<file path="src/rtl/icache.sv">
// icache: direct-mapped, one-word-per-block, read-only instruction cache.
// Fetch requests hit combinationally from IDLE; a miss latches the word
// address and fetches it from the memory arbiter. The word is installed on
// the completion edge, and the request is then looked up again.
//
// Handshake: a memory read is requested while iREN is high, and iaddr holds
// stable for the whole request. The arbiter holds iwait high while busy. The
// first clock edge with iREN high and iwait low transfers iload. iREN drops
// in the cycle after that edge.
module icache #(
  parameter int INDEX_W = 4
) (
  input  logic        CLK,
  input  logic        nRST,
  input  logic        imemREN,
  input  logic [31:0] imemaddr,
  output logic        ihit,
  output logic [31:0] imemload,
  output logic        iREN,
  output logic [31:0] iaddr,
  input  logic        iwait,
  input  logic [31:0] iload
);

  localparam int SETS  = 1 << INDEX_W;
  localparam int TAG_W = 30 - INDEX_W;

  typedef enum logic {
    IDLE  = 1'b0,
    FETCH = 1'b1
  } state_t;

  state_t state;

  // Only valid bits are reset; tag/data are qualified by valid.
  logic [SETS-1:0]  valid_q;
  logic [TAG_W-1:0] tag_q  [SETS];
  logic [31:0]      data_q [SETS];

  logic [31:0] miss_addr;
  logic        ren_q;

  logic [INDEX_W-1:0] req_idx;
  logic [TAG_W-1:0]   req_tag;
  logic [INDEX_W-1:0] fill_idx;
  logic [TAG_W-1:0]   fill_tag;
  logic               lookup_hit;
  logic               fill_done;

  assign req_idx  = imemaddr[INDEX_W+1:2];
  assign req_tag  = imemaddr[31:INDEX_W+2];
  assign fill_idx = miss_addr[INDEX_W+1:2];
  assign fill_tag = miss_addr[31:INDEX_W+2];

  // A hit is only reported from IDLE, so a fetch in flight always stalls the datapath.
  assign lookup_hit = (state == IDLE) && imemREN && valid_q[req_idx] &&
                      (tag_q[req_idx] == req_tag);
  assign fill_done  = (state == FETCH) && !iwait;

  assign ihit     = lookup_hit;
  assign imemload = lookup_hit ? data_q[req_idx] : 32'h0;
  assign iREN     = ren_q;
  assign iaddr    = miss_addr;

  // Control FSM: miss detection, fetch tracking and valid-bit installation.
  always_ff @(posedge CLK or negedge nRST) begin
    if (!nRST) begin
      state     <= IDLE;
      valid_q   <= '0;
      miss_addr <= 32'h0;
      ren_q     <= 1'b0;
    end else begin
      case (state)
        IDLE: begin
          if (imemREN && !lookup_hit) begin
            miss_addr <= {imemaddr[31:2], 2'b00};
            ren_q     <= 1'b1;
            state     <= FETCH;
          end
        end
        FETCH: begin
          if (!iwait) begin
            valid_q[fill_idx] <= 1'b1;
            ren_q             <= 1'b0;
            state             <= IDLE;
          end
        end
        default: begin
          state <= IDLE;
          ren_q <= 1'b0;
        end
      endcase
    end
  end

  // Tag/data arrays: written on the fetch completion edge, never reset.
  always_ff @(posedge CLK) begin
    if (fill_done) begin
      tag_q[fill_idx]  <= fill_tag;
      data_q[fill_idx] <= iload;
    end
  end

endmodule

</file>
<file path="config.mk">
export PLATFORM = sky130hd
export DESIGN_NAME = icache
export DESIGN_NICKNAME = d
export VERILOG_FILES = /design/src/rtl/icache.sv
export SDC_FILE = /design/constraint.sdc
export NUM_CORES = 1
export LEC_CHECK = 0
export CORE_MARGIN = 2
export CORE_UTILIZATION = 39
export CTS_CLUSTER_SIZE = 40
export DETAILED_ROUTE_END_ITERATION = 8
export RECOVER_POWER = 50
export SLEW_MARGIN = 30
export SYNTH_ARGS = -nofsm -noshare
export SYNTH_HDL_FRONTEND = slang
export SYNTH_SLANG_ARGS = --single-unit
</file>
<file path="constraint.sdc">
create_clock -name CLK -period 7.2 [get_ports CLK]
set_input_delay 1.08 -clock CLK [delete_from_list [all_inputs] [get_ports CLK]]
set_output_delay 1.08 -clock CLK [all_outputs]
set_load 0.01 [all_outputs]
</file>
==> flow_metrics.tcl <==
set metrics [dict create \
    wl_per_cell_um 27.8 \
    crit_path_max_fanout 64 \
    die_w_um 317 \
    cts_resized 0 \
    rsz0062_at_grt "false" \
    ys_top_cells_by_count "edfxtp_1 (928), mux4_2 (237), mux2i_1 (57), dfrtp_1 (48), nor2b_1 (44)" \
    violations "capacitance limit, slew limit" \
    fp.dieArea_mm2 0.101 \
    clkPwrFrac 0.397 \
    grt_max_degree 68 \
    max_cap_violations 2 \
    area_growth_pct 16.7 \
    utilization 0.460 \
    cts_root_buf "clkbuf_16" \
    switching_share 0.220 \
    io_pins 134 \
    min_path_type "flip-flop to flip-flop" \
    routabilityCongestion 0.841 \
    layout.cells.non_filler 3272 \
    criticalPathCategory "input pin to output pin" \
    required_ns 6.12 \
    finalCriticalPeriod_ns 6.27 \
    route.antenna.remaining_nets 0 \
    power_switching_uw 2830 \
    synth_cell_types 66 \
    vias 18179 \
    ir_worst_vdd_mv 0.211 \
    worst_setup_path_end_kind "output pin" \
    cts_max_level 3 \
    start_kind "input pin" \
    ff2ff_path_depth 8 \
    grt_overflow_total 0 \
    p_int_uw 10000 \
    ys_ff_latch 976 \
    p_comb_frac 0.074 \
    place_area_mm2 0.0414 \
    synth_area_mm2 0.0383 \
    placedCellCount 3093 \
    tightest_slew_ns 3.61 \
    rr_endpoint "iaddr[28]$_DFFE_PN0P_" \
    synthCells 1708 \
    synthTopCellsByArea "edfxtp_1 (73%), mux4_2 (14%), dfrtp_1 (3.1%), mux2i_1 (1.5%), mux2_4 (1.1%)" \
    num_rows 114 \
    synth_top_area_frac 0.728 \
    p_leak_uw 0.0143 \
    yosysWarnings 0 \
    cts_made_buffers 95 \
    fin_skew_ns 0.0206 \
    start_util 0.394 \
    clk_pin_slew_worst_paths_ns 0.06 \
    clockBufferDepth 3 \
    p_per_area_mw_per_mm2 288 \
    grt_pass1_wl_um 131000 \
    synth_top_area_cell "edfxtp_1" \
    r2r_start "tag_q[12][12]$_DFFE_PP_" \
    wl_um 91100 \
    whs_ns 0.461 \
    synth_seq_area_share 0.760 \
    ys.flop_type "edfxtp_1" \
    dpl.hpwl_um 50700 \
    syn_area_per_cell_um2 22.4 \
    postCtsHoldBufs 0 \
    fmax_mhz 160 \
    power_frac_seq 0.529 \
    async_flop_share 0.0492 \
    postCtsSetupBuffers 0 \
    drc 0 \
    finalHoldViolCount 0 \
    clock_latency_ns 0.66 \
    status "finished with violations" \
    crit_path_end "imemload[3]" \
    r2r_setup_slack_ns 3.63 \
    slew_headroom -1.41 \
    yosysMostFrequentCell "edfxtp_1" \
    num-nets-final 1982 \
    fin_crit_sh 0.870 \
    die_h_um 317 \
    setup_viol 0 \
    arrival_ns 5.19 \
    synth-edff-count 928 \
    viasPerCell 5.56 \
    cts_sinks 976 \
    core_area_mm2 0.0970 \
    startpoint "imemaddr[3]" \
    first_pass_iters 5 \
    tns_ns 0 \
    cts_tree "yes" \
    grt_pass1_vias 18764 \
    finalMaxSlewViolations 58 \
    drtIter0Drc 1933 \
    antenna_found_initial 8 \
    nFillCells 8053 \
    drive_above_1_share 0.263 \
    fin_area_mm2 0.0446 \
    groute.usage.overall 0.182 \
    io_buffers 129 \
]
[cells in the final DEF, fill, tap and decap left out, types with 14 or more instances in the layout]
cell type          n
edfxtp_1         928
mux4_2           237
clkbuf_16         97
clkdlybuf4s50_1   92
mux2i_1           57
buf_4             49
dfrtp_1           48
nor2b_1           44
dlygate4sd3_1     33
mux2_4            28
clkbuf_1          26
nand2_1           24
nor2_1            23
a22oi_1           21
clkinv_2          20
or2_2             18
xnor2_1           16
nand3_1           14
[per-stage QoR]
stage / total power (µW) / setup slack, ns
after floorplan: 7390 / 1.06
after global placement: 7840 / 0.839
after detailed placement: 7890 / 0.903
after CTS: 13000 / 0.891
after global routing: 13200 / 0.665
final: 12800 / 0.935
[cells by family (layout without fill, tap and decap cells)]
family	count (synthesis)	after routing	share of synthesized area
and+or+nand+nor	178	178	0.0251
buffers and inverters	89	374	0.0131
muxes	347	347	0.177
AOI/OAI and AO/OA	89	89	0.0180
DFF	976	976	0.760
xor gates and xnor gates	28	28	0.00641
other	1	4	0.0000980
[worst max-delay path, cell delays in order]
cell and delay, ns:
buf_8 0.45, buf_4 0.71, mux4_1 0.39, mux2i_1 0.38, xor2_1 0.18, a31oi_1 0.13, a2111oi_0 0.41, nand4_1 0.14
buf_4 0.32, nor2b_1 0.23, clkdlybuf4s50_1 0.57
[power groups by stage]
stage	registers [µW]	clock network, µW	logic [µW]
floorplan	6850	0	540
global placement	6890	0	958
detailed placement	6910	0	976
CTS	6800	5180	981
global route	6830	5400	1020
finish	6800	5090	952
[state kept, by name, indices dropped and copies added, names as in the netlist]
| signal | flops |
|---|---|
| data_q | 512 |
| iREN | 1 |
| iaddr | 30 |
| state | 1 |
| tag_q | 416 |
| valid_q | 16 |
[area by class of cell]
| class | count | area (µm²) | share of cell area |
|---|---|---|---|
| tap | 1276 | 1600 | 0.0358 |
| multi-input combinational | 644 | 8780 | 0.197 |
| clock buffer | 131 | 2670 | 0.0597 |
| inverter | 5 | 20.0 | 0.000449 |
| timing repair buffer | 192 | 1930 | 0.0433 |
| clock inverter | 46 | 559 | 0.0125 |
| antenna | 2 | 5.00 | 0.000112 |
| sequential | 976 | 29100 | 0.651 |
[metal layers]
metal	vias up	routed length, µm	global-route usage
li1	7621	-	-
met5	-	40	0
met4	6	2000	0.0463
met3	141	4460	0.0265
met2	580	44200	0.298
met1	9831	40400	0.259
[how the worst min path moves through the flow]
stage                                    to  slack, ns                    start  cells past startpoint
detailed placement   valid_q[4]$_DFFE_PN0P_       0.45   valid_q[4]$_DFFE_PN0P_                      1
finish               valid_q[4]$_DFFE_PN0P_       0.46   valid_q[4]$_DFFE_PN0P_                      1
global route        valid_q[12]$_DFFE_PN0P_       0.47  valid_q[12]$_DFFE_PN0P_                      1
floorplan           valid_q[11]$_DFFE_PN0P_       0.43  valid_q[11]$_DFFE_PN0P_                      1
global placement    valid_q[15]$_DFFE_PN0P_       0.45  valid_q[15]$_DFFE_PN0P_                      1
CTS                  valid_q[4]$_DFFE_PN0P_       0.46   valid_q[4]$_DFFE_PN0P_                      1
(Power assumes the default switching activity.)
